**config.mk**
```make
export PLATFORM = sky130hd
export DESIGN_NAME = hazard_control
export DESIGN_NICKNAME = d
export VERILOG_FILES = /design/src/rtl/hazard_pkg.sv /design/src/rtl/forward_sel.sv /design/src/rtl/hazard_control.sv
export SDC_FILE = /design/constraint.sdc
export NUM_CORES = 1
export LEC_CHECK = 0
export ABC_CLOCK_PERIOD_IN_PS = 2400
export CELL_PAD_IN_SITES_DETAIL_PLACEMENT = 0
export CELL_PAD_IN_SITES_GLOBAL_PLACEMENT = 1
export CORE_MARGIN = 3
export CORE_UTILIZATION = 22
export CTS_CLUSTER_DIAMETER = 200
export DETAILED_ROUTE_END_ITERATION = 16
export PLACE_DENSITY = 0.92
export SLEW_MARGIN = 10
export SYNTH_ARGS = -nofsm -noshare
export SYNTH_HDL_FRONTEND = slang
export SYNTH_HIERARCHICAL = 1
export SYNTH_SLANG_ARGS = --single-unit
```
**constraint.sdc**
```tcl
create_clock -name i_clk -period 2.4 [get_ports i_clk]
set_input_delay 0.36 -clock i_clk [delete_from_list [all_inputs] [get_ports i_clk]]
set_output_delay 0.36 -clock i_clk [all_outputs]
set_load 0.02 [all_outputs]
```
**src/rtl/hazard_pkg.sv**
```systemverilog
// Shared encodings for the hazard controller: FSM states, forwarding selects
// and the number of advance cycles needed to drain the pipe behind a HALT.
package hazard_pkg;

    typedef enum logic [1:0] {
        ST_RUN    = 2'b00,
        ST_DRAIN  = 2'b01,
        ST_HALTED = 2'b10,
        ST_PAUSE  = 2'b11
    } state_t;

    localparam logic [1:0] FWD_NONE = 2'b00;
    localparam logic [1:0] FWD_WB   = 2'b01;
    localparam logic [1:0] FWD_MEM  = 2'b10;

    localparam int         DRAIN_CYCLES = 3;
    localparam logic [1:0] DRAIN_LOAD   = 2'(DRAIN_CYCLES);

endpackage

```
**src/rtl/forward_sel.sv**
```systemverilog
// Forwarding select for one ALU operand; EX/MEM wins over MEM/WB and
// register 0 is never forwarded.
module forward_sel
    import hazard_pkg::*;
(
    input  logic [4:0] src_reg,
    input  logic       mem_write,
    input  logic [4:0] mem_reg,
    input  logic       wb_write,
    input  logic [4:0] wb_reg,
    output logic [1:0] sel
);

    always_comb begin
        sel = FWD_NONE;
        if (mem_write && (mem_reg != 5'd0) && (mem_reg == src_reg)) begin
            sel = FWD_MEM;
        end else if (wb_write && (wb_reg != 5'd0) && (wb_reg == src_reg)) begin
            sel = FWD_WB;
        end
    end

endmodule

```
**src/rtl/hazard_control.sv**
```systemverilog
// Pipeline hazard controller: operand forwarding, load-use stall, HALT drain and
// debug single-step. Define HAZARD_STATS_EN to include the load-use stall counter.
//
// state  | meaning
// -------+-------------------------------------------------------------
// RUN    | normal execution, pipeline advances every cycle
// DRAIN  | HALT accepted in ID; let older instructions retire, no fetch
// HALTED | all pipeline registers frozen until reset
// PAUSE  | debug mode, pipeline advances only on i_step
module hazard_control
    import hazard_pkg::*;
(
    input  logic        i_clk,
    input  logic        i_reset,
    input  logic        i_debug_mode,
    input  logic        i_step,
    input  logic        i_id_halt,
    input  logic [4:0]  i_id_rs,
    input  logic [4:0]  i_id_rt,
    input  logic [4:0]  i_ex_rs,
    input  logic [4:0]  i_ex_rt,
    input  logic        i_ex_mem_read,
    input  logic [4:0]  i_ex_write_reg,
    input  logic        i_mem_wb_write,
    input  logic [4:0]  i_mem_write_reg,
    input  logic        i_wb_write,
    input  logic [4:0]  i_wb_write_reg,
    output logic [1:0]  o_corto_rs,
    output logic [1:0]  o_corto_rt,
    output logic        o_stall,
    output logic        o_halt,
    output logic        o_halted,
    output logic [1:0]  o_state,
    output logic [31:0] o_stall_count
);

    state_t     state;
    state_t     state_next;
    logic [1:0] drain_cnt;
    logic [1:0] drain_cnt_next;
    logic       load_use;

    forward_sel u_fwd_rs (
        .src_reg   (i_ex_rs),
        .mem_write (i_mem_wb_write),
        .mem_reg   (i_mem_write_reg),
        .wb_write  (i_wb_write),
        .wb_reg    (i_wb_write_reg),
        .sel       (o_corto_rs)
    );

    forward_sel u_fwd_rt (
        .src_reg   (i_ex_rt),
        .mem_write (i_mem_wb_write),
        .mem_reg   (i_mem_write_reg),
        .wb_write  (i_wb_write),
        .wb_reg    (i_wb_write_reg),
        .sel       (o_corto_rt)
    );

    // A HALT in ID takes precedence over a load-use bubble so it is accepted at once.
    assign load_use = i_ex_mem_read
                    && (i_ex_write_reg != 5'd0)
                    && ((i_ex_write_reg == i_id_rs) || (i_ex_write_reg == i_id_rt))
                    && !i_id_halt
                    && ((state == ST_RUN) || (state == ST_PAUSE));

    always_ff @(posedge i_clk or posedge i_reset) begin
        if (i_reset) begin
            state     <= ST_RUN;
            drain_cnt <= 2'd0;
        end else begin
            state     <= state_next;
            drain_cnt <= drain_cnt_next;
        end
    end

    always_comb begin
        state_next     = state;
        drain_cnt_next = drain_cnt;
        case (state)
            ST_RUN: begin
                if (i_debug_mode) begin
                    state_next = ST_PAUSE;
                end else if (i_id_halt && !o_halt && !o_stall) begin
                    state_next     = ST_DRAIN;
                    drain_cnt_next = DRAIN_LOAD;
                end
            end
            ST_PAUSE: begin
                if (!i_debug_mode) begin
                    state_next = ST_RUN;
                end else if (i_step && i_id_halt && !o_stall) begin
                    state_next     = ST_DRAIN;
                    drain_cnt_next = DRAIN_LOAD;
                end
            end
            ST_DRAIN: begin
                if (!o_halt) begin
                    drain_cnt_next = drain_cnt - 2'd1;
                    if (drain_cnt == 2'd1) begin
                        state_next = ST_HALTED;
                    end
                end
            end
            ST_HALTED: begin
                state_next = ST_HALTED;
            end
            default: begin
                state_next     = ST_RUN;
                drain_cnt_next = 2'd0;
            end
        endcase
    end

    always_comb begin
        o_stall = 1'b0;
        o_halt  = 1'b0;
        case (state)
            ST_RUN: begin
                o_stall = load_use;
            end
            ST_PAUSE: begin
                o_stall = load_use;
                o_halt  = !i_step;
            end
            ST_DRAIN: begin
                o_stall = 1'b1;
                o_halt  = i_debug_mode && !i_step;
            end
            ST_HALTED: begin
                o_halt = 1'b1;
            end
            default: begin
                o_stall = 1'b0;
                o_halt  = 1'b0;
            end
        endcase
    end

    assign o_halted = (state == ST_HALTED);
    assign o_state  = state;

`ifdef HAZARD_STATS_EN
    logic [31:0] stall_count_q;

    always_ff @(posedge i_clk or posedge i_reset) begin
        if (i_reset) begin
            stall_count_q <= 32'd0;
        end else if (load_use && (stall_count_q != 32'hffff_ffff)) begin
            stall_count_q <= stall_count_q + 32'd1;
        end
    end

    assign o_stall_count = stall_count_q;
`else
    assign o_stall_count = 32'd0;
`endif

endmodule

```
Word-level counts from Yosys, hierarchy flattened
Index checks and enable logic that the tools add are counted.

Bits in registers: 4. Latch bits: 0. RAM bits: 0. ROM bits: 0. Bits of input ports: 43. Output and inout bits: 41. Word-level logic and storage cells: 69. Memories: 0.

$add $sub $neg: 1. Multipliers: 0. Div/mod/pow operators: 0. Magnitude comparators: 0. Equal/unequal tests: 18. Shift-type cells: 0. Mux-type cells: 19. Bitwise gates (word level): 0. Reductions and logical operators: 29.

Operator list (number): $eq A5 B5 Y1 (6); $mux W2 (13); $logic_and A1 B1 Y1 (15); $reduce_bool A5 Y1 (3); $ne A2 B2 Y1 const B (4); $pmux W2 S4 (1); $ne A3 B2 Y1 const B (2); $pmux W2 S3 (1); $reduce_and A6 Y1 (1); $eq A2 B1 Y1 const B (2); $eq A2 B2 Y1 const B (2); $logic_not A1 Y1 (4); $ne A2 B1 Y1 const B (2); $reduce_and A4 Y1 (1); $pmux W1 S3 (1); $reduce_bool A3 Y1 (1); $logic_not A2 Y1 (1); $logic_or A1 B1 Y1 (2); $mux W1 (2); $pmux W1 S2 (1); $reduce_or A2 Y1 (1); $sub A2 B1 Y2 const B (1).

Logic depth before layout (Yosys ltp)
Gate-level depths: netlist of run 1.

Word-level depth: 11. Mapped depth: 7. Depth with buffers taken out: 7.

Modules after synthesis
Netlist of run 1, hierarchy kept.

Modules (own cells, without submodules): hazard_control (instances 1, cells each 97, area an instance 792.0 um^2, sequential area each 100.1 um^2); forward_sel (instances 2, cells each 20, area an instance 151.4 um^2, sequential area each 0.0 um^2).

Worst setup path before layout of run 1
No wires, ideal clock.

Kind: register -> register. Start: register state[0] (netlist: o_state[0]). End: register drain_cnt[0]. Library setup time: 0.128 ns. Arrival: 2.024 ns. Required time: 2.272 ns. Path slack: 0.248 ns. Stages on the path, launching flop included: 8. Path buffers: 0. Clock period less this slack: 2.152 ns. Cell sequence: dfrtp_1 inv_1 ha_1 nand2b_1 nand2_1 or2_1 a221oi_2 mux2_1.

Elaborated cells on any way between the ends: 22. Those cells by class: 8 x eq/ne; 3 x mux; 11 x reduce/logical.

RTL lines: start: declaration (RTL line hazard_control.sv:37) `state_t state;`; start signal: assignment (RTL line hazard_control.sv:73) `state <= state_next;`; $eq A2 B2 Y1 *; named net o_halted (RTL line hazard_control.sv:32) `output logic o_halted,`; $pmux W1 S3 * (RTL line hazard_control.sv:119) `case (state)`; $logic_not A1 Y1; $logic_and A1 B1 Y1 (2 in a row) (RTL line hazard_control.sv:85) `end else if (i_id_halt && !o_halt && !o_stall) begin`; $ne A2 B1 Y1 (no line); $reduce_and A6 Y1 (no line) *; end signal: assignment (RTL line hazard_control.sv:74) `drain_cnt <= drain_cnt_next;`; end: declaration (RTL line hazard_control.sv:39) `logic [1:0] drain_cnt;`.

Mark *: on every way through the listed nets, which the timed path passes. The rest lies on a longest branch. A chain may end at the register's enable or synchronous reset.

Final worst setup path of run 1
Start: input port i_mem_write_reg[2]. End: output port o_corto_rt[0].

Cells in the longest elaborated chain, start to end: 4. Elaborated cells on any way between the ends: 5. Those cells by class: 1 x eq/ne; 1 x mux; 3 x reduce/logical.

Ends and longest elaborated chain: start: declaration (RTL line hazard_control.sv:25) `input logic [4:0] i_mem_write_reg,`; $reduce_bool A5 Y1 (RTL line forward_sel.sv:16) `if (mem_write && (mem_reg != 5'd0) && (mem_reg == src_reg)) begin`; $logic_and A1 B1 Y1 (RTL line forward_sel.sv:16); $logic_and A1 B1 Y1 * (RTL line forward_sel.sv:16); $mux W2 * (RTL line forward_sel.sv:16); end: declaration (RTL line hazard_control.sv:29) `output logic [1:0] o_corto_rt,`.

Every way passes the cells marked *; elsewhere a longest branch is shown, timed or not.

==> flow_summary.toml, run 1 <==
[global_route]
grt_usage = 0.0914
antenna_found_initial = 0
grt_pass1_vias = 1083
grt.overflow.total = 0
grt_start_max_net_pins = 8
grt_pass1_wl_um = 4480

[cts]
cts-root-buf = "clkbuf_8"
cts_tree = "done"
numCtsBuffers = 3
clock_path_buffers = 2
cts_hold_buf = 0
clk_latency_ns = 0.22
numClockSinks = 4
clk_pin_slew_worst_paths_ns = 0.04
cts_setup_buffers = 0
cts-htree-levels = 1

[critical_path]
endpoint_kind = "output port"
path_max_fanout = 4
slowest_stage = "clkdlybuf4s50_1"
cp_cell_sequence = "clkdlybuf4s50_1, o41ai_2, a211oi_2, nor3_2, dlygate4sd2_1"
criticalPathCategory = "input pin to output port"
critPathLaunchType = "input pin"
crit_required_ns = 2.04
max_stage_delay_ns = 0.53
worstPathArrival_ns = 1.95

[sta]
clock_skew_ns = 0.00513
finalCritPeriodShare = 0.961
drv_slew = 0
timing.hold.ws_ns = 0.313
finalHoldViolCount = 0
fmax_ghz = 0.433
rsz0062_at_grt = "no"
setup-violations-final = 0
fin_crit_ns = 2.31

[logic_synthesis]
syn-mean-instance-area_um2 = 7.99
synth_area_um2 = 1090
seq_area_frac_synth = 0.0914
syn_inst = 137
synth_top_area_frac = 0.219
yosysWarnings = 6
yosys.area.top_type = "buf_4"
ys_top_cells_by_area = "buf_4 (22%), xnor2_1 (12%), dfrtp_1 (9.1%), xor2_1 (8.8%), ha_1 (6.9%)"
ys_ff_latch = 4
yosysUniqueCellTypes = 35

[layout]
n_antenna_cell = 0
utilization = 0.356
syn2layout_area_growth_pct = 54.5
layout_commonest_cell = "clkdlybuf4s50_1"
final_net_count = 254
drive_gt1_frac = 0.133
final_cell_mix = "clkdlybuf4s50_1 (44), conb_1 (32), xnor2_1 (15)"
post-route-cell-area_um2 = 1690

[routing]
drtAntennaViolNets = 0
vias_per_cell = 4.00
wire_per_inst_um = 10.5
finalWirelength_um = 2830
first_iter_violations = 18
vias = 1079
dr.pass1.iters = 4
drc = 0

[floorplanning]
start_util = 0.230
pin_count = 84
die_height_um = 76.5
die_area_um2 = 5860
core-area_um2 = 4750
rows = 25
fp.dieW_um = 76.5

[power]
pwr_density_cell_nw_per_um2 = 644
leakagePower_nw = 0.722
ir_worst_vdd_v = 0.000265

[flow_run]
max-cap-violations = 0

[placed_design]
dpl_cell_area_um2 = 1660
routabilityCongestion = 0.842
dpl.hpwl_um = 2510
portBuffers = 51

[min_path]
hold_class = "input pin to async pin"

[outcome]
status = "completed"
registers in the layout, summed over array words and instances, names as in the netlist:
signal and cells:
drain_cnt 2, o_state 2
what timing repair did:
action,4_1_cts,5_1_grt
setup endpoints to repair,6,2
pin swaps,0,1
resized for setup,6,4
cloned,0,0
Yosys cell counts:
master / instances
o21ai_0: 2
a211oi_2: 3
a221oi_2: 1
buf_4: 32
o21ai_1: 1
a21oi_1: 4
nor3_2: 2
inv_1: 9
a211oi_1: 1
or4_1: 1
buf_6: 1
a31oi_1: 1
nand2b_1: 2
xor2_1: 11
dfrtp_1: 4
a221oi_1: 2
o211ai_1: 3
a32oi_1: 1
nor4_1: 2
o2111ai_1: 1
mux2i_1: 1
nand3_1: 5
and4b_2: 1
nor4b_1: 1
nor3_1: 6
conb_1: 1
nor2b_1: 1
or2_1: 1
o41ai_2: 2
xnor2_1: 15
nor2_1: 3
a31o_1: 1
ha_1: 6
nand2_1: 8
mux2_1: 1
cell families after synthesis:
| logic type | count (synthesis) | share of synthesized area |
|---|---|---|
| flops | 4 | 0.0914 |
| mux | 2 | 0.0194 |
| compound gates | 23 | 0.183 |
| xor+xnor | 26 | 0.208 |
| buf+inv | 42 | 0.261 |
| other cells | 1 | 0.00343 |
| fa+ha+maj | 6 | 0.0686 |
| simple gates | 33 | 0.166 |
layout make-up:
| cell class | instances | area (µm²) |
|---|---|---|
| fill | 529 | 3060 |
| sequential | 4 | 100 |
| timing repair buffer | 65 | 607 |
| inverter | 9 | 33.8 |
| tap | 67 | 83.8 |
| multi-input combinational | 122 | 826 |
| clock buffer | 3 | 41.3 |
worst paths after layout:
| kind | slack (ns) | start | to | cells past startpoint |
|---|---|---|---|---|
| max | 0.09 | i_mem_write_reg[2] | o_corto_rt[0] | 5 |
| min | 0.31 | i_reset | o_state[0] | 2 |
| max reg2reg | 0.23 | o_state[0] | drain_cnt[0] | 9 |
| min reg2reg | 0.53 | drain_cnt[0] | drain_cnt[0] | 1 |
| max in group asynchronous | 1.94 | i_reset | drain_cnt[0] | 2 |
| min in group i_clk | 0.53 | drain_cnt[0] | drain_cnt[0] | 1 |
report_power, final:
part | total, W | switching (W) | internal [W]
logic | 0.000831 | 0.000430 | 0.000401
registers | 0.000110 | 0.0000141 | 0.0000960
clock network | 0.000149 | 0.0000414 | 0.000108
total | 0.00109 | 0.000485 | 0.000605
metal layers:
layer	global-route usage	up-vias	share of wire
li1	-	544	-
met1	0.0950	480	0.38
met2	0.161	52	0.51
met3	0.0414	3	0.10
met4	0.0344	0	0.0081
met5	0	-	0
per-stage QoR:
stage	cells	total power, W	setup TNS (ns)	setup WS, ns
after floorplan	168	0.000636	0	0.248
after global placement	267	0.000956	-0.854	-0.209
after detailed placement	267	0.000962	-0.779	-0.185
after CTS	270	0.00110	0	0.0676
after global routing	270	0.00119	0	0.0192
final	270	0.00109	0	0.0931
critical path: cells and delay by family:
family,cells,cell delay (ns)
buffers and inverters,2,0.88
and+or+nand+nor,1,0.20
AOI/OAI and AO/OA,2,0.50
No activity file was read; power rests on OpenSTA's default activity.
==> inputs of run 2 (changes only) <==
--- a/config.mk
+++ b/config.mk
@@ -16,5 +16,4 @@
 export SLEW_MARGIN = 10
 export SYNTH_ARGS = -nofsm -noshare
 export SYNTH_HDL_FRONTEND = slang
-export SYNTH_HIERARCHICAL = 1
 export SYNTH_SLANG_ARGS = --single-unit
==> run 2 against run 1 <==
The flow now finishes with violations (setup timing). Wire length fell by 0.56%. Synthesized cell count fell by 9.5%. Sequential power rose by 10%. Register-to-register slack improved by 0.12 ns. Global-route usage fell by 0.35 points. Clock power fell by 8%. Synthesized area fell by 3.4%. Core utilization rose by 2.7 points. Final cell count fell by 6.3%. Via count fell by 1.0%. Total power rose by 1.3%. Largest power group unchanged.
==> flow_summary.toml, run 2 <==
[layout]
final_cell_mix = "clkdlybuf4s50_1 (45), conb_1 (32), buf_4 (26)"
final_net_count = 252
syn2layout_area_growth_pct = 63.0
post-route-cell-area_um2 = 1720
utilization = 0.383
n_antenna_cell = 0
layout_commonest_cell = "clkdlybuf4s50_1"
drive_gt1_frac = 0.199

[min_path]
hold_class = "input pin to async pin"

[cts]
cts-htree-levels = 1
cts-root-buf = "clkbuf_8"
cts_tree = "done"
numClockSinks = 4
numCtsBuffers = 3
clk_pin_slew_worst_paths_ns = 0.03
clock_path_buffers = 2
cts_setup_buffers = 0
cts_resized = 12
clk_latency_ns = 0.21
cts_hold_buf = 0

[critical_path]
slowest_stage = "or4_1"
worstPathArrival_ns = 2.04
max_stage_delay_ns = 0.55
path_max_fanout = 2
critPathLaunchType = "input pin"
crit_required_ns = 2.04
endpoint_kind = "output port"
cp_cell_sequence = "clkdlybuf4s50_1, or4_1, o21ai_2, nor4_1, nor4_2, buf_4"
criticalPathCategory = "input pin to output port"

[global_route]
antenna_found_initial = 0
grt_pass1_wl_um = 3950
grt_pass1_vias = 943
grt_start_max_net_pins = 8
grt_usage = 0.0880
grt.overflow.total = 0

[power]
pwr_density_cell_nw_per_um2 = 641
combPwrFrac = 0.766
switching_power_w = 0.000483
ir_worst_vdd_v = 0.000493
p_int_w = 0.000621
leakagePower_nw = 0.789
power_frac_seq = 0.110
p_sw_frac = 0.438
p_clk_frac = 0.124

[logic_synthesis]
yosysWarnings = 0
synth_area_um2 = 1060
synthArstFlopShare = 1.00
synth_top_area_frac = 0.227
yosys.area.top_type = "buf_4"
syn-mean-instance-area_um2 = 8.53
synth_edf_count = 0
synth_most_common_cell = "buf_4"
ys_top_cells_by_area = "buf_4 (23%), xor2_1 (20%), dfrtp_1 (9.5%), ha_1 (7.1%), xnor2_1 (5.0%)"
synthTopCellsByCount = "buf_4 (32), xor2_1 (24), ha_1 (6), inv_1 (6), xnor2_1 (6)"
ys_ff_latch = 4
synth_ff_type = "dfrtp_1"
seq_area_frac_synth = 0.0947
yosysUniqueCellTypes = 33
syn_inst = 124

[floorplanning]
die_height_um = 75.3
rows = 24
start_util = 0.235
pin_count = 84
die_area_um2 = 5670
core-area_um2 = 4500
fp.dieW_um = 75.3

[sta]
rsz0062_at_grt = "yes"
setup-violations-final = 1
finalHoldViolCount = 0
clock_skew_ns = 0.00153
fmax_ghz = 0.416
tns_ns = -0.00222
drv_slew = 0
fin_ws_ns = -0.00222
finalCritPeriodShare = 1.00
fin_crit_ns = 2.40

[routing]
vias_per_cell = 4.22
wire_per_inst_um = 11.1
drc = 0
first_iter_violations = 11
finalWirelength_um = 2820
dr.pass1.iters = 4
drtAntennaViolNets = 0
vias = 1068

[placed_design]
dpl.hpwl_um = 2510
dpl_cell_area_um2 = 1690
routabilityCongestion = 0.871
portBuffers = 51

[outcome]
status = "complete, but fails checks"
violations = "setup timing"

[flow_run]
max-cap-violations = 0
[run 2: cell count changes after synthesis, sizes merged, moves of 4 or more]
cell,previous run,this run
or4,1,5
nand2,8,2
nor3,8,4
xnor2,15,6
xor2,11,24
[run 2: per-stage QoR]
step	hold WS, ns	setup WS [ns]	cells	total power [W]
floorplan	0.126	0.327	155	0.000682
global placement	0.524	-0.431	250	0.000960
detailed placement	0.538	-0.428	250	0.000980
CTS	0.332	-0.134	253	0.00112
global route	0.343	-0.0455	253	0.00120
finish	0.332	-0.00222	253	0.00110
[run 2: final timing paths]
kind / from / to / slack, ns / cells past startpoint
min in group i_clk: drain_cnt[1] / drain_cnt[1] / 0.54 / 2
min: i_reset / drain_cnt[1] / 0.33 / 2
max reg2reg: o_state[0] / drain_cnt[0] / 0.35 / 8
max in group asynchronous: i_reset / o_state[0] / 1.92 / 2
max: i_mem_write_reg[0] / o_corto_rt[0] / -0.002 / 6
min reg2reg: drain_cnt[1] / drain_cnt[1] / 0.54 / 2
[run 2: power by group through the flow]
stage          registers [W]  clock network (W)  logic (W)
2_1_floorplan       0.000142                  0   0.000540
3_3_place_gp        0.000118                  0   0.000842
3_5_place_dp        0.000121                  0   0.000859
4_1_cts             0.000122           0.000142   0.000853
5_1_grt             0.000126           0.000145   0.000932
6_report            0.000121           0.000137   0.000846
[run 2: final cells by class]
cell class | instances | area [µm²]
Tap cell | 52 | 65.1
Clock buffer | 3 | 41.3
Inverter | 6 | 22.5
Multi-Input combinational cell | 112 | 808
Sequential cell | 4 | 100
Fill cell | 486 | 2780
Timing Repair Buffer | 76 | 686
[run 2: cells by family (layout without fill, tap and decap cells)]
kind of cell / after synthesis / after routing / synth area share
XOR/XNOR: 30 / 30 / 0.249
flip-flops: 4 / 4 / 0.0947
buffers and inverters: 39 / 85 / 0.259
AND/OR/NAND/NOR: 25 / 25 / 0.149
multiplexers: 5 / 5 / 0.0521
other: 1 / 32 / 0.00355
AO/OA/AOI/OAI: 14 / 14 / 0.122
adder cells (fa/ha/maj): 6 / 6 / 0.0710
[run 2: critical path, delay by kind of cell]
family,cells,cell delay (ns)
AOI/OAI and AO/OA,1,0.17
buffers and inverters,2,0.61
and+or+nand+nor,3,0.91
[run 2: metal layers]
metal / part of all wire / GRT usage
met1: 0.40 / 0.0969
met5: 0 / 0
met3: 0.10 / 0.0198
met4: 0 / 0.00583
met2: 0.50 / 0.176
